$ cat config.mk
export PLATFORM = sky130hd
export DESIGN_NAME = fifo_wr_frontend
export DESIGN_NICKNAME = d
export VERILOG_FILES = /design/src/rtl/fifo_pkg.sv /design/src/rtl/gray2bin.sv /design/src/rtl/fifo_wr_frontend.sv
export SDC_FILE = /design/constraint.sdc
export NUM_CORES = 1
export LEC_CHECK = 0
export BUFFER_PORTS_ARGS = -buffer_cell sky130_fd_sc_hd__buf_2
export CAP_MARGIN = 15
export CORE_UTILIZATION = 50
export CTS_CLUSTER_SIZE = 40
export DETAILED_ROUTE_END_ITERATION = 8
export PLACE_DENSITY = 0.77
export SLEW_MARGIN = 20
export SYNTH_ARGS = -nofsm -noshare
export SYNTH_HDL_FRONTEND = slang
export SYNTH_SLANG_ARGS = --single-unit
export TNS_END_PERCENT = 10
$ cat constraint.sdc
create_clock -name wclk -period 1.7 [get_ports wclk]
set_input_delay 0.17 -clock wclk [delete_from_list [all_inputs] [get_ports wclk]]
set_output_delay 0.17 -clock wclk [all_outputs]
set_load 0.03 [all_outputs]
$ cat src/rtl/fifo_pkg.sv
// fifo_pkg: shared FIFO sizing defaults and skid-buffer state encoding.
package fifo_pkg;

    localparam int ADDRESS_WIDTH = 3;
    localparam int ADDRESS_DEPTH = 2 ** ADDRESS_WIDTH;
    localparam int PTR_W         = ADDRESS_WIDTH + 1;

    typedef enum logic [1:0] {
        CNT_EMPTY = 2'd0,
        CNT_ONE   = 2'd1,
        CNT_TWO   = 2'd2
    } cnt_e;

endpackage

$ cat src/rtl/gray2bin.sv
// gray2bin: combinational gray-to-binary converter, bit i = XOR of gray bits i..MSB.
module gray2bin #(
    parameter int W = 4
) (
    input  logic [W-1:0] gray,
    output logic [W-1:0] bin
);

    for (genvar i = 0; i < W; i++) begin : g_bit
        assign bin[i] = ^gray[W-1:i];
    end

endmodule

$ cat src/rtl/fifo_wr_frontend.sv
// fifo_wr_frontend: 2-entry skid buffer feeding the async FIFO write side,
// plus registered level, almost-full and sticky pointer-sanity error.
module fifo_wr_frontend #(
    parameter int DATA_WIDTH    = 8,
    parameter int ADDRESS_WIDTH = fifo_pkg::ADDRESS_WIDTH,
    parameter int ADDRESS_DEPTH = fifo_pkg::ADDRESS_DEPTH,
    parameter int AFULL_THRESH  = 6
) (
    input  logic                     wclk,
    input  logic                     wrst_n,
    input  logic                     s_valid,
    output logic                     s_ready,
    input  logic [DATA_WIDTH-1:0]    s_data,
    input  logic                     wfull,
    input  logic [ADDRESS_WIDTH:0]   wptr,
    input  logic [ADDRESS_WIDTH:0]   wq2_rptr,
    input  logic                     clr_err,
    output logic                     winc,
    output logic [DATA_WIDTH-1:0]    wdata,
    output logic [ADDRESS_WIDTH:0]   wlevel,
    output logic                     walmost_full,
    output logic                     wptr_err
);

    import fifo_pkg::*;

    localparam int PW = ADDRESS_WIDTH + 1;
    localparam logic [PW-1:0] AFULL_L = PW'(AFULL_THRESH);
    localparam logic [PW-1:0] DEPTH_L = PW'(ADDRESS_DEPTH);

    cnt_e                  cnt_q, cnt_d;
    logic [DATA_WIDTH-1:0] head_q, head_d, tail_q, tail_d;
    logic [PW-1:0]         wlevel_q, wlevel_d;
    logic                  afull_q, afull_d, err_q, err_d;
    logic [PW-1:0]         wbin, rbin, diff;
    logic                  accept, drain;

    gray2bin #(.W(PW)) u_wptr_bin  (.gray(wptr),     .bin(wbin));
    gray2bin #(.W(PW)) u_rptr_bin  (.gray(wq2_rptr), .bin(rbin));

    // s_ready depends only on the registered count, never on s_valid
    assign s_ready = (cnt_q != CNT_TWO);
    assign winc    = (cnt_q != CNT_EMPTY) & ~wfull;
    assign wdata   = (cnt_q == CNT_EMPTY) ? '0 : head_q;
    assign accept  = s_valid & s_ready;
    assign drain   = winc;
    assign diff    = wbin - rbin;

    always_comb begin
        cnt_d  = cnt_q;
        head_d = head_q;
        tail_d = tail_q;
        case (cnt_q)
            CNT_EMPTY: if (accept) begin
                head_d = s_data;
                cnt_d  = CNT_ONE;
            end
            CNT_ONE: begin
                if (accept && drain) head_d = s_data;
                else if (accept) begin
                    tail_d = s_data;
                    cnt_d  = CNT_TWO;
                end else if (drain) cnt_d = CNT_EMPTY;
            end
            CNT_TWO: if (drain) begin
                head_d = tail_q;
                cnt_d  = CNT_ONE;
            end
            default: cnt_d = CNT_EMPTY;
        endcase
        wlevel_d = diff;
        afull_d  = diff >= AFULL_L;
        err_d    = (diff > DEPTH_L) ? 1'b1 : clr_err ? 1'b0 : err_q;
    end

    always_ff @(posedge wclk or negedge wrst_n) begin
        if (!wrst_n) begin
            cnt_q    <= CNT_EMPTY;
            head_q   <= '0;
            tail_q   <= '0;
            wlevel_q <= '0;
            afull_q  <= 1'b0;
            err_q    <= 1'b0;
        end else begin
            cnt_q    <= cnt_d;
            head_q   <= head_d;
            tail_q   <= tail_d;
            wlevel_q <= wlevel_d;
            afull_q  <= afull_d;
            err_q    <= err_d;
        end
    end

    assign wlevel       = wlevel_q;
    assign walmost_full = afull_q;
    assign wptr_err     = err_q;

endmodule

==> impl.org, run 1 <==
** Floorplanning
- The die is 53.0 um wide.
- Core region area :: 2480 sq um
- During I/O placement, the number of pins put on the boundary was 37.
- Starting Density :: 52.5%
- In this run the vertical extent of the chip is 53.0 um.
- In this run the core area contains 18 standard-cell rows.
- Area of the die :: 2810 sq um

** Logic synthesis
- Simple-gate share of the synthesized area :: 10.3%
- Mapped Avg Cell Area :: 13.3 sq um
- Count of mapped cells out of synthesis :: 98
- Summing the areas of all fa, ha and maj instances in the mapped netlist gives 4.43% of the synthesized area.
- Of the post-synthesis cell area, the part taken by muxes is 26.3%.
- Synth cell types :: 24
- YS warnings :: 0
- Post-synthesis share of cell area spent on xor and xnor gates :: 5.39%
- The synthesized netlist devotes 3.66% of its cell area to compound gates.
- For this run, the register share of the synthesized area comes to 46.2%.
- After synthesis the netlist holds a flip-flop and latch count of 24.
- After synthesis, the largest family of logic cells by area is multiplexers.
- When the netlist entered floorplanning its net count stood at 123.
- The mapped netlist covers 1300 sq um.

** Clock tree
- Clk buf depth :: 2
- After clock tree synthesis, the clock-pin slew on the worst setup and hold paths is 120 ps.
- The tree is rooted in a clkbuf_4.
- TritonCTS clock tree :: done
- Clock tree synthesis found a total of 24 sinks.
- H-tree Lvls :: 1
- Buffers inserted during clock tree synthesis total 3.
- Clock Latency Late Sink :: 300 ps

** Setup path
- Along the worst path, the maximum fanout reaches 2.
- Data required, critical path :: 1880 ps
- Startpoint Class :: input pin
- The worst setup path is captured at a register.
- Arrival time reported for the critical path endpoint :: 1900 ps
- Classification of the worst setup path :: in -> reg
- Measured in cells, the most critical reg-to-reg path has a length of 3.

** Timing
- Maximum operating frequency :: 582 MHz
- The count of endpoints failing hold in the final timing report was 0.
- Portion of the clock cycle consumed by the worst path in the final layout :: 101%
- On the final layout, the worst hold slack is 111 ps.
- The worst pin sits at a relative slew slack of 66.2%.
- RSZ-0062 raised after global routing :: yes
- Slew at the pin closest to its max-slew limit :: 507 ps
- Setup violations remaining at the end of the flow were counted as 1.
- Final period demand of the worst path :: 1720 ps
- Setup slack on the critical path of the routed design comes to -18.7 ps.
- Clock Skew :: 6.44 ps
- Max-slew violations :: 0

** Hold path
- The worst hold path passes through 2 cells.
- In this run the worst hold path is classified as in -> reg.

** Detailed routing
- Detailed Routing Iterations Pass 1 :: 4
- Dividing the detail-routed via count by the number of cells gives 5.08.
- Wires add up to 2330 um.
- Antenna Violating Nets Remaining :: 0
- Overall via count from detail_route :: 878
- Routed len/inst :: 13.4 um
- The detailed router finished its first iteration with 5 violations.
- In the routed design, unresolved DRC markers number 0.

** Finish
- Fraction of layout cells with a size suffix above 1 :: 59.4%
- NumNets Final :: 170
- Relative to the synthesized area, the layout overhead comes to 28.5%.
- The number of antenna diodes in the final layout is 0.

** Global routing
- Antenna violations before repair :: 0
- The via count of the first global-routing pass was 861.
- Global route total overflow :: 0
- The first global-routing pass estimated 3550 um of wire.
- Across every metal layer, demand over resource in global routing totals 17.3%.
- Maximum number of pins on one net before global-route repair :: 25

** Place
- Port-buffer cells :: 36
- Final weighted congestion in routability-driven placement :: 0.708
- OpenSTA, run right after detailed placement, puts the worst setup slack at -322 ps.
- The wire-length estimate of the detail-placed layout is 1810 um.

** Pwr
- Total power divided by cell area :: 1300 nW/um^2
- Lkg Pwr :: 0.797 nW
- VDD sags by at most 0.902 mV.

** Run
- Number of maximum-capacitance constraint violations :: 0

** Outcome
- The checks that failed: setup timing.
- Run status :: finished with violations
==> critical path, stage by stage <==
cell and delay (ps):
buf_2 130, xor2_4 190, xor2_2 180, xnor2_1 150, ha_2 210, inv_2 40, fa_2 360, xor2_2 160
buf_4 150, nand2_1 70, o21ai_0 90
==> stage by stage <==
step | cell area (sq um) | power (mW) | std cells | utilization, % | setup TNS [ps]
final | 1670 | 2.18 | 173 | 67.4 | -18.7
after CTS | 1630 | 2.14 | 171 | 65.8 | 0
after floorplan | 1360 | 1.63 | 98 | - | -100
after global placement | 1590 | 1.85 | 167 | 64.0 | -391
after detailed placement | 1590 | 1.90 | 167 | 64.0 | -632
after global routing | 1670 | 2.30 | 173 | 67.4 | -226
==> registers in the layout (all words and copies together), names as in the netlist <==
register / count
wptr_err: 1
head_q: 8
wlevel: 4
cnt_q: 2
walmost_full: 1
tail_q: 8
==> synthesized netlist by cell type <==
library cell  count  area (sq um)
xnor2_1           3          26.3
nand2_1           2          7.51
ha_1              3          37.5
a21oi_1           4          20.0
o22ai_1           1          6.26
inv_1             4          15.0
buf_6             3          33.8
a22o_1            1          8.76
mux2_2            9           101
xor2_1            5          43.8
and3_1            1          6.26
mux2_4           16           240
nor2_1            5          18.8
nand2b_1          1          6.26
nand3_2           1          10.0
dfrtp_1          24           601
nor2b_1           8          50.1
nor3_1            1          5.00
nor2b_2           1          8.76
o21ai_0           1          5.00
fa_1              1          20.0
nand3b_1          1          7.51
o31ai_1           1          7.51
nor2b_4           1          13.8
==> per-layer routing <==
| metal | vias up | global-route usage (%) | share of wire, % |
|---|---|---|---|
| li1 | 421 | - | - |
| met1 | 432 | 18.9 | 38 |
| met2 | 23 | 34.2 | 58 |
| met3 | 2 | 2.01 | 3.1 |
| met4 | 0 | 5.26 | 0.82 |
| met5 | - | 0 | 0 |
==> power by group <==
part	leakage [nW]	internal, mW	switching (mW)
Sequential	0.281	0.781	0.101
Clock	0.0138	0.0825	0.151
Combinational	0.503	0.479	0.584
==> final cells by class <==
type	count	area, sq um
tap	30	37.5
timing repair buffer	45	267
sequential	24	601
inverter	4	15.0
multi-input combinational	67	728
fill	195	807
clock buffer	3	22.5
==> cells by family after synthesis <==
group                    count (synthesis)
adder cells (fa/ha/maj)                  4
XOR/XNOR                                 8
buffers and inverters                    7
AND/OR/NAND/NOR                         22
flip-flops                              24
multiplexers                            25
AO/OA/AOI/OAI                            8
==> path summary, 6_finish.rpt <==
| path | slack, ps | start | to |
|---|---|---|---|
| max | -20 | wptr[2] | walmost_full |
| max in group asynchronous | 990 | wrst_n | head_q[4] |
| min in group asynchronous | 370 | wrst_n | tail_q[6] |
| min | 110 | s_data[5] | tail_q[5] |
| min reg2reg | 520 | wptr_err | wptr_err |
| max reg2reg | 60 | cnt_q[1] | head_q[4] |
==> timing repair <==
item / in CTS / in global routing
hold buffers: 1 / 0
setup endpoints to repair: 10 / 10
resized for setup: 2 / 8
pin swaps: 0 / 9
endpoints found under the hold margin: 24 / 0
cloned: 0 / 0
setup buffers: 0 / 2
==> layout by cell type (no fill, tap or decap), drive strengths merged <==
cell type	netlist	routed
fa	1	1
nor3	1	1
o31ai	1	1
ha	3	3
a21oi	4	4
dlygate4sd3	0	1
xnor2	3	3
and3	1	1
nand2b	1	1
buf	3	44
xor2	5	5
nand3b	1	1
dfrtp	24	24
nor2	5	5
nand3	1	1
mux2	25	25
nand2	2	2
clkbuf	0	3
o22ai	1	1
nor2b	10	10
o21ai	1	1
a22o	1	1
inv	4	4
Note: power is estimated with default switching activity, not from simulation.
==> run 2: changes to the inputs <==
--- a/config.mk
+++ b/config.mk
@@ -8,6 +8,7 @@
 export BUFFER_PORTS_ARGS = -buffer_cell sky130_fd_sc_hd__buf_2
 export CAP_MARGIN = 15
 export CORE_UTILIZATION = 50
+export CTS_BUF_LIST = sky130_fd_sc_hd__clkbuf_16
 export CTS_CLUSTER_SIZE = 40
 export DETAILED_ROUTE_END_ITERATION = 8
 export PLACE_DENSITY = 0.77
==> run 2 against run 1 <==
  * The flow still finishes with violations (setup timing)
  * Flip-flop and latch count unchanged
  * Critical path depth down 1
  * Maximum frequency down 0.13%
  * Combinational power about the same
  * Critical endpoint is now wptr_err
  * Count of clock-buffer cells in the layout unchanged
  * Clock skew down 4.9 ps
  * Critical path type unchanged
  * Largest power group unchanged
  * Final cell count down 0.58%
  * Register-to-register slack better by 40 ps
==> impl.org, run 2 (synthesis results as in run 1) <==
** Outcome
- The flow ran to the end, but the final reports show violations.
- Failing checks :: setup timing

** Finish
- The number of nets in the layout is 169 (-0.59%).
- Fin cells :: 172 (-0.58%)
- Most common cell after layout, fill and taps aside :: buf_2
- Antenna cells :: 0 (unchanged)
- In the layout the commonest cells are buf_2, dfrtp_1, mux2_4, mux2_2.
- The area of the multi-input gates came to 723 sq um (-0.69%).
- Number of fill cells :: 189 (-3.1%)
- The sequential standard cell area is 601 sq um (unchanged).
- Fraction of layout cells with a size suffix above 1 :: 59.2% (-0.29 points)
- Area Growth Syn to Fin :: 31.8%

** Clock tree
- H-tree Lvls :: 1 (unchanged)
- The clock input transition at the sequential cells of the worst setup and hold paths was 60 ps (-60 ps).
- The TritonCTS buffer count came to 3 (unchanged).
- Clock Latency Late Sink :: 250 ps (-50 ps)
- TritonCTS built the clock tree.
- Clk Tree Root Cell :: clkbuf_16
- Num Clock Sinks :: 24 (unchanged)
- The deepest clock path buffer count was 2 (unchanged).

** Global routing
- The total global routing overflow is 0 (unchanged).
- The number of antenna violations at the first check in global routing is 0 (unchanged).
- First-pass GRT wire length :: 3850 um (+8.6%)
- Vias in the first global route :: 884 (+2.7%)
- Total Routing Usage GR :: 19.3% (+1.9 points)
- Maximum number of pins on one net before global-route repair :: 25 (unchanged)

** Timing
- The part of the cycle the worst path needs was 101% (+0.13 points).
- Maximum operating frequency :: 581 MHz (-0.13%)
- The count of endpoints failing hold in the final timing report came to 0 (unchanged).
- The final critical-path required period was 1720 ps (+2.19 ps).
- Final setup vio count :: 1 (unchanged)
- Setup repair after global routing could not meet its margin everywhere.
- Min setup slack post-route :: -20.8 ps (-2.19 ps)
- Slew at the pin closest to its max-slew limit :: 523 ps (+16.5 ps)
- Max-slew violations :: 0 (unchanged)
- Max transition margin :: 65.1% (-1.1 points)
- Clock Skew :: 1.52 ps (-4.93 ps)

** Detailed routing
- The first-pass iteration count of the detailed router was 4 (unchanged).
- The violation count after the first detailed-routing iteration came to 5 (unchanged).
- Via-to-Cell Ratio :: 5.19 (+2.3%)
- DRC errors left :: 0 (unchanged)
- Antenna Violating Nets Remaining :: 0 (unchanged)
- Final wirelength :: 2540 um (+9.3%)
- The total number of vias came to 893 (+1.7%).
- Routed len/inst :: 14.8 um (+10%)

** Pwr
- The cell internal power dissipation is 1.56 mW (+16%).
- The switching power summed over all nets was 0.878 mW (+5.1%).
- Share of power burned in registers :: 36.5% (-4.0 points)
- The share of power burned in the clock network came to 20.4% (+9.7 points).
- Fraction of power spent switching nets :: 36.0% (-2.4 points)
- Total power divided by cell area :: 1420 nW/um^2 (+9.2%)
- The largest vdd supply drop came to 0.868 mV (-3.8%).
- The leakage power total came to 0.815 nW (+2.3%).
- The combinational share of power is 43.0% (-5.8 points).

** Place
- The placed wire-length estimate after detailed placement came to 1810 um (unchanged).
- Port-buffer cells :: 36 (unchanged)
- Final weighted congestion in routability-driven placement :: 0.708 (unchanged)
- Placed Cells :: 167 (unchanged)
- Pre-CTS worst setup slack :: -322 ps (unchanged)

** Setup path
- The setup path with the least slack is of type in -> reg.
- The highest cell delay on the worst timing path came to 340 ps (-20 ps).
- CP max FO :: 3 (+1)
- The worst register-to-register path begins at cnt_q[1].
- Data required, critical path :: 1860 ps (-20 ps)
- Critical register-to-register path endpoint :: head_q[0]
- Cell-by-cell listing of the critical path :: buf_4 > xor2_4 > xor2_2 > xnor2_1 > ha_2 > inv_2 > fa_2 > xor2_2 > nor3_2 > o31ai_1
- The signal arrival time at the worst endpoint came to 1880 ps (-20 ps).
- Register-to-register path setup slack :: 100 ps (+40 ps)
- STA classifies the critical path startpoint as an input pin.
- Category of the worst setup path capture point :: register
- The cell family contributing the most delay on the critical path is XOR/XNOR gates.
- Worst Reg-to-Reg Cells :: 3 (unchanged)
- Number of buffers and inverters on the critical path :: 2 (-1)
- Slowest library cell on the worst path :: fa_2
- CP dominant cell by count :: xor2_2

** Floorplanning
- The die span in y came to 53.0 um (unchanged).
- The core area came to 2480 sq um (unchanged).
- The full die area is 2810 sq um (unchanged).
- IO Count :: 37 (unchanged)
- The starting density of the core came to 52.5% (unchanged).
- Number of core rows :: 18 (unchanged)
- The die outline width came to 53.0 um (unchanged).

** Hold path
- The cell depth of the worst hold path came to 2 (unchanged).
- In this run the most critical hold path is launched from s_data[3].
- Worst hold path type :: in -> reg
- For hold timing, the worst endpoint is tail_q[3].

** Run
- The number of maximum-capacitance constraint violations is 0 (unchanged).
## run 2: power groups by stage
stage	logic [mW]	registers [mW]	clock network, mW
floorplan	0.640	0.993	0
global placement	0.978	0.877	0
detailed placement	1.01	0.894	0
CTS	1.03	0.894	0.501
global route	1.12	0.915	0.524
finish	1.05	0.891	0.498
## run 2: cell type report
type                            instances  area share (%)
Clock buffer                            3            4.38
Sequential cell                        24            35.1
Timing Repair Buffer                   44            15.3
Multi-Input combinational cell         67            42.2
Tap cell                               30            2.19
Inverter                                4           0.877
## run 2: worst max path at each step
stage	startpoint	endpoint	slack [ps]	depth (start not counted)
6_report	wptr[2]	wptr_err	-20	10
2_1_floorplan	wptr[2]	wptr_err	-100	8
3_5_place_dp	wq2_rptr[3]	wptr_err	-320	10
4_1_cts	wq2_rptr[2]	wptr_err	-30	9
3_3_place_gp	wptr[2]	wptr_err	-240	10
5_1_grt	wq2_rptr[2]	wptr_err	-140	10
## run 2: worst reg2reg max path, cell delays in order (launching register included)
cell     delay, ps
dfrtp_1        450
nor2b_4        430
mux2_4         340
mux2_4         270
## run 2: repair_timing
action | in CTS | in global routing
hold endpoints to repair | 24 | 0
hold buffers | 1 | 0
pin swaps | 4 | 1
buffers inserted | 0 | 1
resized for setup | 2 | 8
setup endpoints to repair | 10 | 2
## run 2: through the flow
| step | hold slack, ps | TNS [ps] | total power [mW] | cell area, sq um | utilization (%) |
|---|---|---|---|---|---|
| final | 163 | -20.8 | 2.44 | 1710 | 69.1 |
| after global routing | 163 | -142 | 2.56 | 1710 | 69.1 |
| after CTS | 161 | -26.3 | 2.43 | 1680 | 67.9 |
| after detailed placement | 176 | -632 | 1.90 | 1590 | 64.0 |
| after global placement | 170 | -391 | 1.85 | 1590 | 64.0 |
| after floorplan | -126 | -100 | 1.63 | 1360 | - |
## run 2: layer usage
layer | routed length (um) | track usage [%] | vias up
met3 | 80 | 3.74 | 2
met2 | 1470 | 38.6 | 23
met5 | 0 | 0 | -
met4 | 16 | 3.95 | 0
met1 | 979 | 20.3 | 452
li1 | - | - | 416
==> run 3: changes to the inputs <==
--- a/config.mk
+++ b/config.mk
@@ -12,6 +12,7 @@
 export CTS_CLUSTER_SIZE = 40
 export DETAILED_ROUTE_END_ITERATION = 8
 export PLACE_DENSITY = 0.77
+export RECOVER_POWER = 100
 export SLEW_MARGIN = 20
 export SYNTH_ARGS = -nofsm -noshare
 export SYNTH_HDL_FRONTEND = slang
==> run 3 against run 2 <==
  * The run still ends with setup timing left
  * Non-clock buffer count did not move
  * Power is 1.2% lower
  * Worst hold slack hardly changed
  * Clock skew rose by 1.2 ps
  * Sequential power barely moved
  * Flip-flop and latch count did not move
  * Cell area decreased by 0.95%
  * Final cell count unchanged
  * Via count up 0.67%
==> impl.org, run 3 (synthesis results as in run 1) <==
** Pwr
- Total power divided by cell area :: 1420 nW/um^2 (-0.24%)
- The switching share of power was 36.2% (+0.21 points).
- Switching component of the power :: 0.872 mW (-0.61%)
- Cell internal pwr :: 1.54 mW (-1.5%)
- The share of power burned in the clock network came to 20.4% (about the same).
- The leakage power total is 0.796 nW (-2.4%).
- The combinational share of power is 42.5% (-0.5 points).
- Share of power burned in registers :: 37.1% (+0.6 points)
- The largest vdd supply drop was 0.844 mV (-2.7%).
- The power after layout is 2.41 mW (-1.2%).

** Global routing
- The first-pass GRT wire length came to 3850 um (unchanged).
- The number of antenna violations at the first check in global routing is 0 (unchanged).
- Total Routing Usage GR :: 19.3% (unchanged)
- Maximum number of pins on one net before global-route repair :: 25 (unchanged)
- Vias in the first global route :: 884 (unchanged)
- Global route total overflow :: 0 (unchanged)

** Outcome
- The run finished, with violations left.
- Failing checks :: setup timing

** Setup path
- Cell-by-cell listing of the critical path :: buf_4 > xor2_4 > xor2_2 > xnor2_1 > ha_2 > inv_2 > fa_2 > xor2_2 > nor3_2 > o31ai_1
- Worst Reg-to-Reg Cells :: 3 (unchanged)
- Slowest library cell on the worst path :: fa_2
- Data required, critical path :: 1860 ps (about the same)
- The signal arrival time at the worst endpoint was 1880 ps (about the same).
- CP dominant cell by count :: xor2_2
- Cell family contributing the most delay on the critical path :: XOR/XNOR gates
- Delay of the slowest critical-path stage :: 340 ps (about the same)
- Critical Path Source :: wptr[2]
- The reg-to-reg setup timing slack is 90 ps (about the same).
- Startpoint of the lowest-slack register-to-register path :: cnt_q[1]
- Worst path depth :: 10 (unchanged)
- The worst setup path is of the in -> reg kind.
- Worst setup path end :: wptr_err
- STA classifies the critical path endpoint as a register.
- STA classifies the critical path startpoint as an input pin.
- In this run the critical register-to-register path is captured at head_q[0].
- The count of buffering cells on the critical path with inverters included was 2 (unchanged).
- CP max FO :: 3 (unchanged)

** Finish
- The total inserted antenna cells came to 0 (unchanged).
- Most common cell after layout, fill and taps aside :: buf_2
- The fraction of layout instances using a drive strength above 1 was 53.5% (-5.6 points).
- Most frequent cells in the layout :: buf_2, dfrtp_1, mux2_4, mux2_2, nor2b_1
- The number of nets in the layout is 169 (unchanged).
- Area Growth Syn to Fin :: 30.5%

** Place
- The placed wire-length estimate after detailed placement came to 1810 um (unchanged).
- The routability congestion estimate is 0.708 (unchanged).
- Port-buffer cells :: 36 (unchanged)

** Floorplanning
- The placement row count was 18 (unchanged).
- The full die area is 2810 sq um (unchanged).
- The die outline width came to 53.0 um (unchanged).
- Starting Density :: 52.5% (unchanged)
- Core region area :: 2480 sq um (unchanged)
- IO Count :: 37 (unchanged)
- The die span in y is 53.0 um (unchanged).

** Clock tree
- The number of clock sinks is 24 (unchanged).
- Clock Latency Late Sink :: 250 ps (about the same)
- The CTS H-tree depth is 1 (unchanged).
- TritonCTS clock tree :: done
- The deepest clock path buffer count was 2 (unchanged).
- The tree is rooted in a clkbuf_16.
- The clock input transition at the sequential cells of the worst setup and hold paths was 60 ps (about the same).
- The TritonCTS buffer count came to 3 (unchanged).

** Timing
- Clock Skew :: 2.68 ps (+1.16 ps)
- The maximum clock frequency is 582 MHz (+0.11%).
- The final critical-path required period is 1720 ps (-1.84 ps).
- RSZ-0062 raised after global routing :: yes
- The final count of pins violating max slew was 0 (unchanged).
- Portion of the clock cycle consumed by the worst path in the final layout :: 101% (-0.11 points)
- Number of hold-slack violations in the final timing report :: 0 (unchanged)
- The slew at the pin with the worst max-slew slack is 586 ps (+63.3 ps).
- Min setup slack post-route :: -19.0 ps (+1.84 ps)
- The final setup violation count was 1 (unchanged).
- Max transition margin :: 60.9% (-4.2 points)
- The minimum hold slack was 163 ps (+0.253 ps).

** Detailed routing
- The violation count after the first detailed-routing iteration is 5 (unchanged).
- DRC errors left :: 0 (unchanged)
- The remaining antenna violation count was 0 (unchanged).
- The first-pass iteration count of the detailed router came to 4 (unchanged).
- The total number of vias came to 899 (+0.67%).
- The per-cell routed wire length came to 14.7 um (-0.79%).
- The final wirelength came to 2520 um (-0.79%).
- Via-to-Cell Ratio :: 5.23 (+0.67%)

** Run
- The number of maximum-capacitance constraint violations is 0 (unchanged).

** Hold path
- The worst hold path belongs to the class in -> reg.
## run 3: cell count changes in the layout (fill, tap and decap cells not counted)
cell,previous run,this run
nand3_2,1,0
nand3_1,0,1
buf_2,33,26
clkbuf_2,0,1
clkbuf_1,0,7
buf_4,8,7
## run 3: layout make-up
type	count	area [sq um]
multi-input combinational	67	718
sequential	24	601
tap	30	37.5
timing repair buffer	44	250
fill	195	781
clock buffer	3	75.1
inverter	4	15.0
## run 3: worst min path at each step
stage	cells after the start	start	to
global route	2	s_data[3]	tail_q[3]
floorplan	0	wrst_n	cnt_q[0]
global placement	1	wrst_n	tail_q[2]
detailed placement	1	wrst_n	tail_q[2]
CTS	2	s_data[3]	tail_q[3]
finish	2	s_data[3]	tail_q[3]
## run 3: through the flow
step | util, % | setup TNS (ps) | instance area (sq um) | std cells | setup WS [ps]
after CTS | 67.9 | -26.3 | 1680 | 171 | -26.3
after global routing | 68.5 | -152 | 1700 | 172 | -142
after floorplan | - | -100 | 1360 | 98 | -100
final | 68.5 | -19.0 | 1700 | 172 | -19.0
after global placement | 64.0 | -391 | 1590 | 167 | -239
after detailed placement | 64.0 | -632 | 1590 | 167 | -322
## run 3: per-layer routing
metal / share of wire [%] / vias up / global-route usage [%] / wire (um)
met2: 58 / 25 / 38.6 / 1480
met3: 3.4 / 2 / 3.74 / 86
met5: 0 / - / 0 / 0
li1: - / 418 / - / -
met4: 0.63 / 0 / 3.95 / 16
met1: 37 / 454 / 20.3 / 944
## run 3: power groups by stage
stage / Sequential [mW] / Clock, mW / Combinational, mW
2_1_floorplan: 0.993 / 0 / 0.640
3_3_place_gp: 0.877 / 0 / 0.978
3_5_place_dp: 0.894 / 0 / 1.01
4_1_cts: 0.894 / 0.501 / 1.03
5_1_grt: 0.916 / 0.524 / 1.10
6_report: 0.894 / 0.493 / 1.02
## run 3: repair_timing
action                                  4_1_cts  5_1_grt
cloned                                        0        0
gates resized for setup                       2        8
setup buffers                                 0        1
hold endpoints to repair                     24        0
hold buffers                                  1        0
endpoints found under the setup margin       10        2
pin swaps                                     4        1
